<file path="config.mk">
export PLATFORM = sky130hd
export DESIGN_NAME = instr_fetch_unit_flat
export DESIGN_NICKNAME = d
export VERILOG_FILES = /design/src/rtl/instr_fetch_if.sv /design/src/rtl/instr_fetch_unit.sv /design/src/flat_wrapper.sv
export SDC_FILE = /design/constraint.sdc
export NUM_CORES = 2
export LEC_CHECK = 0
export BUFFER_PORTS_ARGS = -buffer_cell sky130_fd_sc_hd__buf_4
export CAP_MARGIN = 20
export CORE_AREA = 2 2 481 483
export CTS_BUF_LIST = sky130_fd_sc_hd__clkbuf_16
export DETAILED_ROUTE_END_ITERATION = 6
export DIE_AREA = 0 0 483 485
export HOLD_SLACK_MARGIN = 0.03
export SYNTH_ARGS = -nofsm -noshare
export SYNTH_HDL_FRONTEND = slang
export SYNTH_SLANG_ARGS = --single-unit
</file>
<file path="constraint.sdc">
create_clock -name clk -period 3.6 [get_ports clk]
set_input_delay 0.54 -clock clk [delete_from_list [all_inputs] [get_ports clk]]
set_output_delay 0.54 -clock clk [all_outputs]
set_load 0.01 [all_outputs]
</file>
<file path="src/rtl/instr_fetch_if.sv">
// Fetch-stage bus: control inputs, instruction-memory write port and the IF/ID outputs.
// master = pipeline control / loader side, slave = instr_fetch_unit.
interface instr_fetch_if;
    logic        stall;
    logic        branch_taken;
    logic [31:0] branch_target;
    logic        imem_we;
    logic [31:0] imem_waddr;
    logic [31:0] imem_wdata;
    logic [31:0] inst;
    logic [31:0] pc_out;
    logic        inst_valid;
    logic        fetch_fault;

    modport master (
        output stall, branch_taken, branch_target, imem_we, imem_waddr, imem_wdata,
        input  inst, pc_out, inst_valid, fetch_fault
    );

    modport slave (
        input  stall, branch_taken, branch_target, imem_we, imem_waddr, imem_wdata,
        output inst, pc_out, inst_valid, fetch_fault
    );
endinterface

</file>
<file path="src/rtl/instr_fetch_unit.sv">
// Instruction fetch stage: PC, small instruction memory and registered IF/ID output.
// Optional macro IFETCH_MISALIGN_TRAP_EN: misaligned redirects raise a sticky fetch_fault.
module instr_fetch_unit #(
    parameter int unsigned IMEM_DEPTH = 64,
    parameter logic [31:0] RESET_PC   = 32'h0000_0000
) (
    input  logic         clk,
    input  logic         reset,
    instr_fetch_if.slave bus
);
    localparam int unsigned AW       = $clog2(IMEM_DEPTH);
    localparam logic [31:0] NOP      = 32'h0000_0013;
    localparam logic [1:0]  S_BOOT   = 2'd0;
    localparam logic [1:0]  S_RUN    = 2'd1;
    localparam logic [1:0]  S_BUBBLE = 2'd2;

    logic [31:0] mem [IMEM_DEPTH];

    logic [1:0]  state, state_n;
    logic [31:0] pc, pc_n;
    logic [31:0] inst_q, inst_n;
    logic [31:0] pc_out_q, pc_out_n;
    logic        valid_q, valid_n;
    logic        fault_q, fault_n;

    logic [31:0] fetch_word_c;
    logic [31:0] target_c;
    logic        misalign_c;

    // Instruction memory: synchronous write, asynchronous read, not cleared by reset
    always_ff @(posedge clk) begin
        if (bus.imem_we) begin
            mem[bus.imem_waddr[AW+1:2]] <= bus.imem_wdata;
        end
    end

    assign fetch_word_c = mem[pc[AW+1:2]];

`ifdef IFETCH_MISALIGN_TRAP_EN
    assign target_c   = bus.branch_target;
    assign misalign_c = |bus.branch_target[1:0];
`else
    assign target_c   = {bus.branch_target[31:2], 2'b00};
    assign misalign_c = 1'b0;
`endif

    // Next-state and next-output logic
    always_comb begin
        state_n  = state;
        pc_n     = pc;
        inst_n   = inst_q;
        pc_out_n = pc_out_q;
        valid_n  = valid_q;
        fault_n  = fault_q;

        case (state)
            S_BOOT: begin
                if (!bus.stall) begin
                    inst_n   = fetch_word_c;
                    pc_out_n = pc;
                    valid_n  = 1'b1;
                    pc_n     = pc + 32'd4;
                    state_n  = S_RUN;
                end
            end
            S_RUN, S_BUBBLE: begin
                if (fault_q) begin
                    // Parked after a misaligned redirect until reset
                    valid_n = 1'b0;
                end else if (bus.branch_taken) begin
                    inst_n  = NOP;
                    valid_n = 1'b0;
                    state_n = S_BUBBLE;
                    if (misalign_c) begin
                        fault_n = 1'b1;
                    end else begin
                        pc_n = target_c;
                    end
                end else if (!bus.stall) begin
                    inst_n   = fetch_word_c;
                    pc_out_n = pc;
                    valid_n  = 1'b1;
                    pc_n     = pc + 32'd4;
                    state_n  = S_RUN;
                end
            end
            default: begin
                state_n = S_BOOT;
            end
        endcase
    end

    // State and IF/ID register
    always_ff @(posedge clk) begin
        if (reset) begin
            state    <= S_BOOT;
            pc       <= RESET_PC;
            inst_q   <= NOP;
            pc_out_q <= 32'h0000_0000;
            valid_q  <= 1'b0;
            fault_q  <= 1'b0;
        end else begin
            state    <= state_n;
            pc       <= pc_n;
            inst_q   <= inst_n;
            pc_out_q <= pc_out_n;
            valid_q  <= valid_n;
            fault_q  <= fault_n;
        end
    end

    assign bus.inst       = inst_q;
    assign bus.pc_out     = pc_out_q;
    assign bus.inst_valid = valid_q;
`ifdef IFETCH_MISALIGN_TRAP_EN
    assign bus.fetch_fault = fault_q;
`else
    assign bus.fetch_fault = 1'b0;
`endif

    logic unused_bits;
    assign unused_bits = ^{bus.imem_waddr[31:AW+2], bus.imem_waddr[1:0],
                           bus.branch_target[1:0], fault_n};
endmodule

</file>
<file path="src/flat_wrapper.sv">
// flat-port wrapper written by rule: the top's interface ports become plain ports
module instr_fetch_unit_flat 
#(
    parameter int unsigned IMEM_DEPTH = 64,
    parameter logic [31:0] RESET_PC   = 32'h0000_0000
)
  (clk, reset, bus_stall, bus_branch_taken, bus_branch_target, bus_imem_we, bus_imem_waddr, bus_imem_wdata, bus_inst, bus_pc_out, bus_inst_valid, bus_fetch_fault);
  instr_fetch_if bus_i ();
  input  logic clk;
  input  logic reset;
  input wire logic [$bits(bus_i.stall)-1:0] bus_stall;
  input wire logic [$bits(bus_i.branch_taken)-1:0] bus_branch_taken;
  input wire logic [$bits(bus_i.branch_target)-1:0] bus_branch_target;
  input wire logic [$bits(bus_i.imem_we)-1:0] bus_imem_we;
  input wire logic [$bits(bus_i.imem_waddr)-1:0] bus_imem_waddr;
  input wire logic [$bits(bus_i.imem_wdata)-1:0] bus_imem_wdata;
  output wire logic [$bits(bus_i.inst)-1:0] bus_inst;
  output wire logic [$bits(bus_i.pc_out)-1:0] bus_pc_out;
  output wire logic [$bits(bus_i.inst_valid)-1:0] bus_inst_valid;
  output wire logic [$bits(bus_i.fetch_fault)-1:0] bus_fetch_fault;
  assign bus_i.stall = bus_stall;
  assign bus_i.branch_taken = bus_branch_taken;
  assign bus_i.branch_target = bus_branch_target;
  assign bus_i.imem_we = bus_imem_we;
  assign bus_i.imem_waddr = bus_imem_waddr;
  assign bus_i.imem_wdata = bus_imem_wdata;
  assign bus_inst = bus_i.inst;
  assign bus_pc_out = bus_i.pc_out;
  assign bus_inst_valid = bus_i.inst_valid;
  assign bus_fetch_fault = bus_i.fetch_fault;
  instr_fetch_unit #(.IMEM_DEPTH(IMEM_DEPTH), .RESET_PC(RESET_PC)) u_core (.clk(clk), .reset(reset), .bus(bus_i));
endmodule
</file>
# Word level (Yosys, flattened, before mapping)
# Memory sizes are Yosys's and may differ from the RTL's. A register that Yosys moved wholly into a read port is not among the register bits.
# Index checks and enable logic that the tools add are counted.
# classes
n_addsub	1
eq_ne	4
muxes	25
n_reduce_logical	5
# op_table
op	count
two-way mux 32 bit	9
one-hot mux 32 bit (2 select lines)	3
adder 32 x 3 -> 32 bit (second input constant)	1
two-way mux 6 bit	2
two-way mux 1 bit	6
two-way mux 2 bit	3
!= test 2 bit (second input constant)	2
one-hot mux 2 bit (2 select lines)	1
AND reduction 3 bit	1
== test 2 x 1 -> 1 bit (second input constant)	1
== test 2 bit (second input constant)	1
zero test 2 bit	1
one-hot mux 1 bit (2 select lines)	1
AND reduction 2 bit	1
nonzero test 2 bit	1
OR reduction 2 bit	1
# totals
regBits	100
ramBits	2048
in_bits	101
out_inout_bits	66
wordCells	42
mem_count	1
# memory_table
name	depth	width	rd	rd_ports_with_merged_regs	write_ports	line	source
u_core.mem	64	32	1	1	1	instr_fetch_unit.sv:17	logic [31:0] mem [IMEM_DEPTH];

# Logic depth before layout (Yosys ltp)
# depth
ltp_word	7
depth_mapped	10
depth_no_buf	7

# Least setup slack after synthesis
# OpenSTA, ideal clock, no wires.
# synth_path
path_kind	input to register
startpoint	input port bus_imem_waddr[5]
endpoint	memory u_core.mem[32][0] (enable)
setup_time_ns	0.461
arrival_time_ns	3.463
required_time_ns	3.139
setup_slack_ns	-0.324
path_stages	4
path_buffers	1
path_cell_list	clkbuf_1 > nand3b_1 > or3_1 > nor3_1
# synth_rtl
item	line	source
start: declaration	flat_wrapper.sv:15	input wire logic [$bits(bus_i.imem_waddr)-1:0] bus_imem_waddr;
end: declaration	instr_fetch_unit.sv:17	
# Straight into the memory's write port.

==> results.cfg <==
[power_and_ir_drop]
pwr-share-comb_pct = 8.8
seqPwrFrac_pct = 52.5
p_leak_uw = 0.02908
p_int_uw = 40860
power_switching_uw = 12210
ir_drop_v = 0.0004362
clkPwrFrac_pct = 38.7
powerDensity_nw_per_um2 = 558.5
p_total_uw = 53070
netSwitchingFraction_pct = 23.01

[die]
dieHeight_um = 485
io_pins = 167
rows = 176
die_x_um = 483
die_area_um2 = 234300
core_um2 = 229000
start_util_pct = 35.89

[timing]
setup_tns_ns = 0
hold_viol = 0
relSlewSlack_pct = 38.09
skew_ns = 0.03070
rsz0062_at_grt = false
setup_violations = 0
max_freq_mhz = 315.8
holdWs_ns = 0.1009
finalCriticalPeriod_ns = 3.167
worstMarginPinSlew_ns = 0.9287
fin_crit_sh_pct = 87.96
slew_viol_final = 0

[global_route]
grt_max_degree = 77
grt_pass1_wl_um = 310900
grt_pass1_vias = 41130
grt.total_usage_pct = 18.58
antenna_found_initial = 18
grt-ovfl-total = 0

[placed_design]
place_area_um2 = 88600
port_buffers = 135
gp_congestion = 0.8233
dp_hpwl_um = 126100

[final_layout]
fin_area_um2 = 95030
nFillCells = 19860
drive_gt1_share_pct = 28.88
areaGrowthSynthToFinish_pct = 15.63
fin_nets = 4318
final_core_util_pct = 41.49

[route]
drt_iter0_markers = 5238
wl_per_cell_um = 29.93
vias_per_cell = 5.620
first_pass_iters = 5
vias = 41670
totalWireLength_um = 221900
drc = 0
drt.antenna.violating_nets = 0

[worst_setup_path]
start_kind = flop
crit_type = reg2reg
cp_max_fo = 43
arrival_ns = 3.87
worstPathRequired_ns = 4.30
end_kind = flop

[synthesis]
synth_seq_cells = 2149
synth.area.top_cells = edfxtp_1, mux4_2, dfxtp_1, nand2_1, mux2i_1
synth_sequential_area_ratio_pct = 77.29
synth_cell_type_count = 70
netlist_instances = 3885
syn-mean-instance-area_um2 = 21.15
dominantRegCellSynth = edfxtp_1
syn-cell-area_um2 = 82190
yosysTopAreaCell = edfxtp_1
synth_edf_count = 2048
ys_warn_count = 0
synth_top_area_share_pct = 74.83
async_reset_ff_share_pct = 0

[clock_network]
ctsRootBufferMaster = clkbuf_16
clock_path_buffers = 3
cts_tree = yes
cts_sinks = 2149
htreeDepth = 4
clock_latency_ns = 0.85
path_clk_slew_ns = 0.06
numCtsBuffers = 206

[job]
drv_cap = 0

[run_status]
outcome = complete, no violations

[min_path]
min_path_type = in2reg
[metal layers]
metal,global-route usage [%],routed length [µm],vias up,part of all wire (%)
met1,26.04,92130,22600,42
met3,3.204,17020,291,7.7
met4,4.712,5046,2,2.3
met2,30.17,107700,1825,49
met5,0,13,-,0.0059
li1,-,-,16960,-
[worst max-delay path, cell delays in order, from the launching register on]
cell,delay [ns]
dfxtp_4,0.56
buf_12,0.36
buf_4,0.31
mux4_2,0.52
a22oi_1,0.27
a21oi_1,0.24
a2111oi_0,0.39
buf_4,0.21
o311ai_1,0.09
[synth_stat cells, drive strengths merged, types with 10 or more instances]
library cell,instances
edfxtp,2048
mux4,505
nand2,162
nor2,138
buf,132
dfxtp,101
a21oi,98
clkbuf,97
a22oi,74
o22ai,62
mux2i,56
nand3,54
mux2,42
nor3,37
nor2b,34
a211oi,20
nand4,15
o211ai,15
a221oi,14
a2111oi,13
a31oi,13
nand2b,13
inv,11
o21ai,11
o221a,10
o311ai,10
[kinds of logic (layout without fill, tap and decap cells)]
kind of cell | after synthesis | count (layout) | share of synthesized area (%)
AOI/OAI and AO/OA | 373 | 373 | 3.141
adders and majority gates | 3 | 3 | 0.04568
buffers and inverters | 241 | 737 | 1.440
DFF | 2149 | 2149 | 77.29
muxes | 603 | 603 | 15.10
other | 1 | 8 | 0.004563
and+or+nand+nor | 515 | 515 | 2.984
[power groups by stage]
stage | logic, µW | registers [µW] | clock network [µW]
2_1_floorplan | 2810 | 28300 | 0
3_3_place_gp | 4670 | 28400 | 0
3_5_place_dp | 4720 | 28400 | 0
4_1_cts | 4740 | 27900 | 20900
5_1_grt | 4950 | 27900 | 21700
6_report | 4680 | 27900 | 20500
[flip-flops by register name, indices dropped and copies added, names as in the netlist, named ones only]
name                   count
u_core.mem              2048
u_core.bus.inst           32
u_core.bus.pc_out         30
u_core.pc                 30
u_core.state               2
u_core.bus.inst_valid      1
[per-stage QoR]
stage / setup WS (ns) / instances
2_1_floorplan: 0.4657 / 3887
3_3_place_gp: 0.4301 / 7024
3_5_place_dp: 0.4225 / 7025
4_1_cts: 0.4046 / 7408
5_1_grt: 0.2011 / 7411
6_report: 0.4334 / 7414
[path summary, 6_finish.rpt]
kind                    startpoint                     to  slack [ns]  cells past startpoint
max                           flop    u_core.bus.inst[17]        0.43                      8
max reg2reg                   flop    u_core.bus.inst[17]        0.43                      8
min reg2reg  u_core.bus.pc_out[17]  u_core.bus.pc_out[17]        0.45                      2
min          bus_branch_target[16]          u_core.pc[16]        0.10                      3
[area by class of cell]
| class | count | area, µm² | area share (%) |
|---|---|---|---|
| flip-flops and latches | 2149 | 63540 | 66.86 |
| multi-input cells | 1497 | 18020 | 18.97 |
| clock buffers | 208 | 5205 | 5.477 |
| well taps | 3026 | 3786 | 3.984 |
| repair buffers | 348 | 3293 | 3.465 |
| clock inverters | 169 | 1129 | 1.188 |
| inverters | 12 | 45.04 | 0.04740 |
| diodes | 5 | 12.51 | 0.01317 |
[timing repair]
item,in CTS,in global routing
gates resized for setup,0,0
hold buffers,6,0
setup endpoints to repair,0,0
endpoints found under the hold margin,5,0
buffers inserted,0,0
[layout by cell type, fill, tap and decap left out, types with 6 or more instances in the layout]
| master | instances |
|---|---|
| a2111oi_0 | 6 |
| a211oi_1 | 20 |
| a21oi_1 | 98 |
| a221oi_1 | 14 |
| a22oi_1 | 74 |
| a31oi_1 | 13 |
| and2_1 | 7 |
| and3_1 | 9 |
| buf_12 | 51 |
| buf_4 | 289 |
| bufinv_16 | 11 |
| clkbuf_16 | 208 |
| clkinv_1 | 48 |
| clkinv_2 | 39 |
| dfxtp_1 | 97 |
| dlygate4sd3_1 | 6 |
| edfxtp_1 | 2048 |
| inv_1 | 64 |
| inv_6 | 8 |
| mux2_2 | 42 |
| mux2i_1 | 56 |
| mux4_2 | 505 |
| nand2_1 | 161 |
| nand2b_1 | 13 |
| nand3_1 | 54 |
| nand3b_1 | 6 |
| nand4_1 | 15 |
| nand4b_1 | 6 |
| nor2_1 | 74 |
| nor2_4 | 61 |
| nor2b_1 | 32 |
| nor3_1 | 30 |
| o211ai_1 | 15 |
| o21ai_0 | 11 |
| o221a_2 | 10 |
| o22ai_1 | 62 |
| o2bb2ai_1 | 9 |
| o311ai_1 | 9 |
| or3_1 | 6 |
No activity file was read; power rests on OpenSTA's default activity.
